$ cat src/rtl/id_ex_pipe_reg.sv
// ID->EX pipeline register: valid/ready handshake with a one-entry skid buffer
// so in_ready_o comes straight from a flop, plus flush and a stall counter.
module id_ex_pipe_reg #(
  parameter int DATA_W      = 8,
  parameter int REG_W       = 3,
  parameter int ALUOP_W     = 4,
  parameter int OPC_W       = 4,
  parameter int IMM_W       = 3,
  parameter int JMP_W       = 16,
  parameter int STALL_CNT_W = 16
) (
  input  logic                   clk,
  input  logic                   rst_n,
  input  logic                   in_valid_i,
  output logic                   in_ready_o,
  output logic                   out_valid_o,
  input  logic                   out_ready_i,
  input  logic                   flush_i,
  input  logic [ALUOP_W-1:0]     alu_op_i,
  output logic [ALUOP_W-1:0]     alu_op_o,
  input  logic                   write_mem_i,
  output logic                   write_mem_o,
  input  logic                   write_reg_i,
  output logic                   write_reg_o,
  input  logic                   read_mem_i,
  output logic                   read_mem_o,
  input  logic [DATA_W-1:0]      data1_i,
  output logic [DATA_W-1:0]      data1_o,
  input  logic [DATA_W-1:0]      data2_i,
  output logic [DATA_W-1:0]      data2_o,
  input  logic [DATA_W-1:0]      dataD_i,
  output logic [DATA_W-1:0]      dataD_o,
  input  logic [REG_W-1:0]       reg1_i,
  output logic [REG_W-1:0]       reg1_o,
  input  logic [REG_W-1:0]       reg2_i,
  output logic [REG_W-1:0]       reg2_o,
  input  logic [REG_W-1:0]       regD_i,
  output logic [REG_W-1:0]       regD_o,
  input  logic [JMP_W-1:0]       jmpLoc_i,
  output logic [JMP_W-1:0]       jmpLoc_o,
  input  logic [OPC_W-1:0]       opcode_i,
  output logic [OPC_W-1:0]       opcode_o,
  input  logic [IMM_W-1:0]       imm_i,
  output logic [IMM_W-1:0]       imm_o,
  output logic [STALL_CNT_W-1:0] stall_cnt_o
);

  localparam int PAY_W = ALUOP_W + 3 + 3*DATA_W + 3*REG_W + JMP_W + OPC_W + IMM_W;

  logic [PAY_W-1:0] in_pay, m_pay, s_pay;
  logic             m_valid, s_valid, in_ready_q;
  logic             m_valid_d, s_valid_d;
  logic             m_load, m_from_s, s_load;
  logic             accept, drain, stall_inc;
  logic             wm_q, wr_q, rm_q;
  logic [STALL_CNT_W-1:0] stall_cnt;

  assign in_pay = {alu_op_i, write_mem_i, write_reg_i, read_mem_i,
                   data1_i, data2_i, dataD_i, reg1_i, reg2_i, regD_i,
                   jmpLoc_i, opcode_i, imm_i};

  assign accept    = in_valid_i & in_ready_q;
  assign drain     = m_valid & out_ready_i;
  assign stall_inc = m_valid & ~out_ready_i & ~flush_i;

  // NOTE: every signal written here gets a default first, so no latch is inferred.
  always_comb begin
    m_valid_d = m_valid;
    s_valid_d = s_valid;
    m_load    = 1'b0;
    m_from_s  = 1'b0;
    s_load    = 1'b0;
    if (flush_i) begin
      m_valid_d = 1'b0;
      s_valid_d = 1'b0;
    end else if (!m_valid || drain) begin
      if (s_valid) begin
        // accept is always 0 here because in_ready_q mirrors ~s_valid.
        m_from_s  = 1'b1;
        m_valid_d = 1'b1;
        s_valid_d = accept;
        s_load    = accept;
      end else begin
        m_valid_d = accept;
        m_load    = accept;
      end
    end else if (accept) begin
      s_load    = 1'b1;
      s_valid_d = 1'b1;
    end
  end

  // NOTE: sequential state uses non-blocking assignments so all flops update together.
  always_ff @(posedge clk or negedge rst_n) begin
    if (!rst_n) begin
      m_valid    <= 1'b0;
      s_valid    <= 1'b0;
      in_ready_q <= 1'b1;
    end else begin
      m_valid    <= m_valid_d;
      s_valid    <= s_valid_d;
      in_ready_q <= ~s_valid_d;
    end
  end

  // NOTE: payload flops are reset too, so outputs are deterministic straight out of reset.
  always_ff @(posedge clk or negedge rst_n) begin
    if (!rst_n) begin
      m_pay <= '0;
      s_pay <= '0;
    end else begin
      if (m_from_s)    m_pay <= s_pay;
      else if (m_load) m_pay <= in_pay;
      if (s_load)      s_pay <= in_pay;
    end
  end

  always_ff @(posedge clk or negedge rst_n) begin
    if (!rst_n)                          stall_cnt <= '0;
    else if (stall_inc && ~&stall_cnt)   stall_cnt <= stall_cnt + 1'b1;
  end

  assign {alu_op_o, wm_q, wr_q, rm_q, data1_o, data2_o, dataD_o,
          reg1_o, reg2_o, regD_o, jmpLoc_o, opcode_o, imm_o} = m_pay;

  // Strobes are gated by valid so a bubble can never write regfile or memory.
  assign write_mem_o = wm_q & m_valid;
  assign write_reg_o = wr_q & m_valid;
  assign read_mem_o  = rm_q & m_valid;
  assign out_valid_o = m_valid;
  assign in_ready_o  = in_ready_q;
  assign stall_cnt_o = stall_cnt;

endmodule

$ cat config.mk
export PLATFORM = sky130hd
export DESIGN_NAME = id_ex_pipe_reg
export DESIGN_NICKNAME = d
export VERILOG_FILES = /design/src/rtl/id_ex_pipe_reg.sv
export SDC_FILE = /design/constraint.sdc
export NUM_CORES = 1
export LEC_CHECK = 0
export ABC_CLOCK_PERIOD_IN_PS = 3840
export CAP_MARGIN = 20
export CORE_UTILIZATION = 56
export CTS_BUF_LIST = sky130_fd_sc_hd__clkbuf_2 sky130_fd_sc_hd__clkbuf_4 sky130_fd_sc_hd__clkbuf_8
export DETAILED_ROUTE_END_ITERATION = 10
export GPL_ROUTABILITY_DRIVEN = 0
export PLACE_DENSITY = 0.95
export SETUP_SLACK_MARGIN = 0.02
export SLEW_MARGIN = 20
export SYNTH_ARGS = -nofsm -noshare
export SYNTH_HDL_FRONTEND = slang
export SYNTH_SLANG_ARGS = --single-unit
$ cat constraint.sdc
create_clock -name clk -period 3.84 [get_ports clk]
set_input_delay 1.152 -clock clk [delete_from_list [all_inputs] [get_ports clk]]
set_output_delay 1.152 -clock clk [all_outputs]
set_load 0.1 [all_outputs]
Word-level counts from Yosys, hierarchy flattened
Index checks and enable logic that the tools add are counted.

Bitwise logic cells: 10. Divide/modulo/power cells: 0. Multiply operators: 0. Reduce and logical (&&, ||, !) cells: 7. Order comparisons: 0. Eq/ne operators: 0. Mux-type cells: 18. Shift operators: 0. Add/sub/neg operators: 1.

Operator list (count): 63-bit 2-to-1 mux (2); 16-bit by 1-bit adder with 16-bit output, second input constant (1); 1-bit 2-to-1 mux (16); 16-bit AND reduction (1); 1-bit AND (7); 2-bit nonzero test (2); 1-bit inverter (3); 1-bit logical NOT (2); 1-bit logical AND (1); 1-bit logical OR (1).

Output and inout bits: 81. Memory bits (writable): 0. Memories kept: 0. Register bits after elaboration: 145. Bits in latches: 0. Memory bits (read-only): 0. Word-level logic and storage cells: 42.

Logic depth before layout (Yosys ltp)
Gate-level depths: netlist of the first run.

Depth after elaboration: 6. Gate-level depth with buffers: 6. Gate-level depth less buffers: 5.

Worst setup path after synthesis of the first run
OpenSTA, ideal clock, no wires.

Path type: register -> output. Start: register m_valid (netlist: out_valid_o). End: output read_mem_o. Data arrival time: 1.835 ns. Data required time: 2.688 ns. Setup slack: 0.853 ns. Path buffers: 0. Stages on the path, launching flop included: 2. Path through: dfrtp_1 > and2_1.

Cells in the longest elaborated chain, start to end: 1.

RTL lines: from (decl) (RTL line 51) `logic m_valid, s_valid, in_ready_q;`; from (signal assigned) (RTL line 100) `m_valid <= m_valid_d;`; 1-bit AND (RTL line 129) `assign read_mem_o = rm_q & m_valid;`; to (decl) (RTL line 26) `output logic read_mem_o,`.

Every way passes these cells.

Worst setup path after layout of the first run
Start: register m_pay[3]. End: output opcode_o[0].

RTL lines: from (decl) (RTL line 50) `logic [PAY_W-1:0] in_pay, m_pay, s_pay;`; from (signal assigned) (RTL line 112) `if (m_from_s) m_pay <= s_pay;`; from (signal assigned) (RTL line 113) `else if (m_load) m_pay <= in_pay;`; to (decl) (RTL line 42) `output logic [OPC_W-1:0] opcode_o,`.

No word-level cell between the ends.

==> metrics, run 1 <==
status finished, final reports clean; Post-CTS Setup Inserts 0; Row Count 39; final WL 13.7 mm; Tmin final 3.10 ns; CP cell instances clkdlybuf4s50_1; CTS root buffer clkbuf_8; multiplexer share of the synthesized area 21.1%; DR vias/cell 5.49; Hold Violations, Final 0; CTS tree done; Remaining DRCs 0; CP bufs+invs 1; area delta synth->final 23.1%; Antenna Nets Post-Route 0; port bufs 148; # hold bufs at CTS 0; setup TNS 0 ns; first-pass GRT wire length 22.6 mm; cell count after synthesis 564; Post-synth EDFFs 0; R2R Path Start out_valid_o$_DFFE_PN0P_; post-synthesis xor/xnor area fraction 1.19%; ANT cells 0; main combinational cell family by area after synthesis multiplexers; Pre-antenna DRT Iters 5; NumNets Final 723; Fmax achieved 322 MHz; Worst Path Max Fanout 2; clock buffer depth 2; Initial Util 57.7%; P_leak 3.91 nW; Top delay family on crit path buffers and inverters; crit path launch m_pay[3]$_DFFE_PN0P_; via count 4449; initial antenna violation count 0; Setup CP Type reg -> out; Num CTS Buffers 17; #FFs+latches synth 145; Worst Skew 0.00784 ns; width of the die 111 um; simple-gate share of the synthesized area 8.09%; maximum VDD drop 0.413 mV; wire per inst 16.9 um; die footprint 12300 um^2; Avg Cell Area, Syn 11.7 um^2; final period utilization 80.8%; Arr. time, crit path 1.95 ns; CP startpoint kind flop; DP HPWL 9.42 mm; # placed instances 778; Ys Warns 0; Worst Hold Class reg -> reg; Pwr per Cell Area 651 nW/um^2; maximum capacitance violations 0; Final WS setup 0.737 ns; synthesized area 6620 um^2; Synth Net Count 633; Slew @ Worst Pin 0.983 ns; adder-cell share of the synthesized area 0.340%; fill cell count 778; RSZ-0062 raised after global routing false; Top Ports 149; Setup violations, final 0; GRT Total Usage 23.4%; CP Data Required Time 2.69 ns; Hold WS 0.510 ns; pre-CTS setup slack 0.724 ns; Seq/Total Area, Yosys 54.8%; Clock transition at path regs 0.08 ns; post-CTS sizing 0; largest net degree at the start of global routing 79; DRT iter0 DRCs 219; Core Region 11500 um^2; Finished Layout Cells 810; CP max stage delay 1.14 ns; Hold Crit Start s_pay[58]$_DFFE_PN0P_; H-tree depth 4; die height 111 um; slowest CP cell clkdlybuf4s50_1; ys async rst share 100%; Final Max Tran Viols 0; Slew Limit Headroom 34.3%; grt total ovfl 0; Synth Area in Compound Gates 5.56%; Worst setup EP type primary output; worst-skew pair later-pin latency 0.44 ns; post-synth cell types 38; ratio of cells with drive above 1 in the final layout 26.4%; number of global-route vias before repair 4661; TritonCTS sink count 145; Synth Flop Type dfrtp_1
==> through the flow <==
stage          utilization, %  power [W]  instance area (um^2)
2_1_floorplan               -    0.00364                  6620
3_3_place_gp             67.0    0.00389                  7680
3_5_place_dp             67.0    0.00396                  7680
4_1_cts                  71.0    0.00534                  8150
5_1_grt                  71.0    0.00550                  8150
6_report                 71.0    0.00530                  8150
==> sequential cells by signal, summed over array words and instances, names as in the netlist <==
signal	flops
out_valid_o	1
stall_cnt_o	16
s_valid	1
in_ready_o	1
s_pay	63
m_pay	63
==> synthesized netlist by cell type, drive strengths merged, types with 3 or more instances <==
| master | number | area, um^2 |
|---|---|---|
| xor2 | 3 | 26.3 |
| nand3 | 4 | 20.0 |
| nor3 | 6 | 46.3 |
| buf | 79 | 546 |
| a21oi | 65 | 325 |
| clkbuf | 8 | 30.0 |
| nand2 | 13 | 48.8 |
| mux2 | 67 | 754 |
| mux2i | 64 | 641 |
| and2 | 4 | 25.0 |
| nor2 | 68 | 255 |
| inv | 4 | 15.0 |
| nand4 | 7 | 43.8 |
| dfrtp | 144 | 3600 |
| xnor2 | 6 | 52.6 |
==> layout make-up <==
cell class	count	area [um^2]	area share, %
Tap cell	143	179	2.20
Timing Repair Buffer	158	1430	17.6
Clock inverter	9	150	1.84
Clock buffer	23	317	3.89
Sequential cell	145	3630	44.6
Inverter	4	15.0	0.184
Multi-Input combinational cell	328	2430	29.8
==> routing by layer <==
metal	routed length, um	vias up	global-route usage [%]
li1	-	2066	-
met1	5720	2195	27.4
met2	6800	161	39.3
met3	900	27	7.87
met4	285	0	10.2
met5	0	-	0
==> path summary, 6_finish.rpt <==
check	to	slack (ns)	depth (start not counted)
worst min register to register	s_pay[58]$_DFFE_PN0P_	0.51	1
min in group asynchronous	m_pay[22]$_DFFE_PN0P_	0.69	1
worst min-delay path	s_pay[58]$_DFFE_PN0P_	0.51	1
max in group asynchronous	m_pay[17]$_DFFE_PN0P_	2.24	2
worst max register to register	s_pay[30]$_DFFE_PN0P_	1.86	4
worst max-delay path	opcode_o[0]	0.74	1
==> report_power, final <==
| part | total (W) | leakage, nW | internal (W) | switching, W |
|---|---|---|---|---|
| Clock | 0.00136 | 0.234 | 0.000810 | 0.000554 |
| Combinational | 0.00186 | 1.97 | 0.000511 | 0.00135 |
| Sequential | 0.00208 | 1.70 | 0.00187 | 0.000210 |
| Total | 0.00530 | 3.91 | 0.00319 | 0.00211 |
==> placed cells by master, fill, tap and decap left out, types with 6 or more instances in the layout <==
cell | synthesis | routed
a21oi_1 | 65 | 65
nor2_1 | 68 | 68
mux2i_1 | 64 | 64
clkdlybuf4s50_1 | 0 | 86
xnor2_1 | 6 | 6
clkbuf_8 | 0 | 23
buf_4 | 60 | 69
mux2_2 | 66 | 66
nand4_1 | 7 | 7
dfrtp_1 | 144 | 144
nand2_1 | 13 | 13
==> cells by family after synthesis <==
family / after synthesis
fa+ha+maj: 2
buf+inv: 91
flops: 145
compound gates: 71
xor+xnor: 9
mux: 131
simple gates: 115
(Power assumes the default switching activity.)
==> run 2, diff against run 1 <==
--- a/config.mk
+++ b/config.mk
@@ -5,13 +5,13 @@
 export SDC_FILE = /design/constraint.sdc
 export NUM_CORES = 1
 export LEC_CHECK = 0
-export ABC_CLOCK_PERIOD_IN_PS = 3840
+export ABC_CLOCK_PERIOD_IN_PS = 2700
 export CAP_MARGIN = 20
-export CORE_UTILIZATION = 56
+export CORE_UTILIZATION = 47
 export CTS_BUF_LIST = sky130_fd_sc_hd__clkbuf_2 sky130_fd_sc_hd__clkbuf_4 sky130_fd_sc_hd__clkbuf_8
 export DETAILED_ROUTE_END_ITERATION = 10
 export GPL_ROUTABILITY_DRIVEN = 0
-export PLACE_DENSITY = 0.95
+export PLACE_DENSITY = 0.86
 export SETUP_SLACK_MARGIN = 0.02
 export SLEW_MARGIN = 20
 export SYNTH_ARGS = -nofsm -noshare
==> constraint.sdc (replaced) <==
create_clock -name clk -period 2.7 [get_ports clk]
set_input_delay 0.81 -clock clk [delete_from_list [all_inputs] [get_ports clk]]
set_output_delay 0.81 -clock clk [all_outputs]
set_load 0.1 [all_outputs]
==> metrics, run 2 (synthesis results as in run 1) <==
status finished, final reports clean; post-CTS sizing 0 (unchanged); Slew Limit Headroom 49.3% (+15 points); first-pass GRT wire length 22.0 mm (-2.7%); Num CTS Buffers 17 (unchanged); Setup violations, final 0 (unchanged); largest net degree at the start of global routing 146 (+85%); final period utilization 81.2%; Hold Violations, Final 0 (unchanged); DP HPWL 9.19 mm (-2.4%); setup slack, reg-to-reg 0.74 ns (-1.12 ns); grt total ovfl 0 (unchanged); Tmin final 2.19 ns; NumNets Final 726 (+0.41%); wire per inst 15.8 um (-6.6%); CP Data Required Time 1.89 ns (-0.80 ns); Pwr per Cell Area 909 nW/um^2 (+40%); most common cell after layout, fill and taps aside dfrtp_1; CP startpoint kind flop; initial antenna violation count 0 (unchanged); Setup CP Type reg -> out; Finished Cell Area 8250 um^2 (+1.3%); Core Region 13800 um^2 (+21%); Top Ports 149 (unchanged); Worst Hold Class in -> async; Worst Skew 0.00542 ns (-0.00242 ns); RSZ-0062 raised after global routing false; worst-skew pair later-pin latency 0.43 ns (about the same); R2R Path Start stall_cnt_o[0]$_DFFE_PN0P_; GRT Total Usage 19.4% (-4.1 points); setup TNS 0 ns (unchanged); maximum capacitance violations 0 (unchanged); Worst Path Max Fanout 8 (+6); Placed Area 7800 um^2 (+1.5%); Row Count 43 (+10%); CTS tree done; P_leak 3.95 nW (+0.96%); TritonCTS sink count 145 (unchanged); port bufs 148 (unchanged); CTS root buffer clkbuf_8; Fmax achieved 456 MHz; Worst setup EP type primary output; most frequent cells in the layout 144 x dfrtp_1, 84 x buf_4, 68 x nor2_1, 66 x mux2_2, 66 x clkdlybuf4s50_1; ratio of cells with drive above 1 in the final layout 29.7% (+3.3 points); die height 121 um (+9.0%); FF-to-FF End stall_cnt_o[1]$_DFFE_PN0P_; final WL 13.4 mm (-1.9%); Pre-antenna DRT Iters 4 (-1); Initial Util 47.9% (-9.9 points); DRT iter0 DRCs 263 (+20%); worst reg2reg path depth 5 (+1); die footprint 14600 um^2 (+19%); Clock transition at path regs 0.08 ns (about the same); ANT cells 0 (unchanged); Final Max Tran Viols 0 (unchanged); Antenna Nets Post-Route 0 (unchanged); via count 4438 (-0.25%); clock buffer depth 2 (unchanged); Remaining DRCs 0 (unchanged); width of the die 121 um (+9.0%); H-tree depth 4 (unchanged); Slew @ Worst Pin 0.761 ns (-0.222 ns); maximum VDD drop 0.570 mV (+38%); DR vias/cell 5.22 (-4.9%); Post-CTS Setup Inserts 0 (unchanged); number of global-route vias before repair 4468 (-4.1%); Arr. time, crit path 1.38 ns (-0.57 ns); area delta synth->final 24.7%; # hold bufs at CTS 0 (unchanged)
run 2: metal layers:
layer | GRT usage [%] | routed length, um
met1 | 24.4 | 5620
met2 | 32.1 | 6940
met3 | 4.58 | 674
met4 | 7.95 | 204
met5 | 0 | 0
run 2: how the worst max path moves through the flow:
| stage | slack, ns | startpoint | end |
|---|---|---|---|
| after global placement | 0.14 | out_ready_i | s_pay[15]$_DFFE_PN0P_ |
| final | 0.51 | out_valid_o$_DFFE_PN0P_ | write_mem_o |
| after global routing | 0.40 | out_valid_o$_DFFE_PN0P_ | write_mem_o |
| after detailed placement | 0.09 | out_ready_i | s_pay[33]$_DFFE_PN0P_ |
| after floorplan | 0.05 | out_valid_o$_DFFE_PN0P_ | read_mem_o |
| after CTS | 0.45 | out_valid_o$_DFFE_PN0P_ | write_mem_o |
run 2: power by group:
| group | leakage, nW | switching (W) | internal (W) |
|---|---|---|---|
| registers | 1.70 | 0.000296 | 0.00266 |
| logic | 2.04 | 0.00191 | 0.000722 |
| clock network | 0.210 | 0.000817 | 0.00111 |
| total | 3.95 | 0.00302 | 0.00449 |
run 2: final cells by class:
type / instances / area (um^2)
fill: 1136 / 5570
sequential: 145 / 3630
multi-input combinational: 328 / 2430
timing repair buffer: 161 / 1500
clock buffer: 18 / 241
tap: 180 / 225
clock inverter: 14 / 214
inverter: 4 / 15.0
run 2: per-stage QoR:
stage	utilization, %	hold WS, ns	setup slack [ns]	total power [W]	instances
floorplan	-	0.480	0.0547	0.00518	564
global placement	56.4	0.489	0.144	0.00554	818
detailed placement	56.4	0.494	0.0899	0.00563	818
CTS	59.7	0.497	0.453	0.00758	850
global route	59.7	0.520	0.404	0.00782	850
finish	59.7	0.480	0.508	0.00750	850
run 2: worst max-delay path: stages (launching register included):
cell and delay, ns:
dfrtp_1 0.47, and2_1 0.18, buf_4 0.29
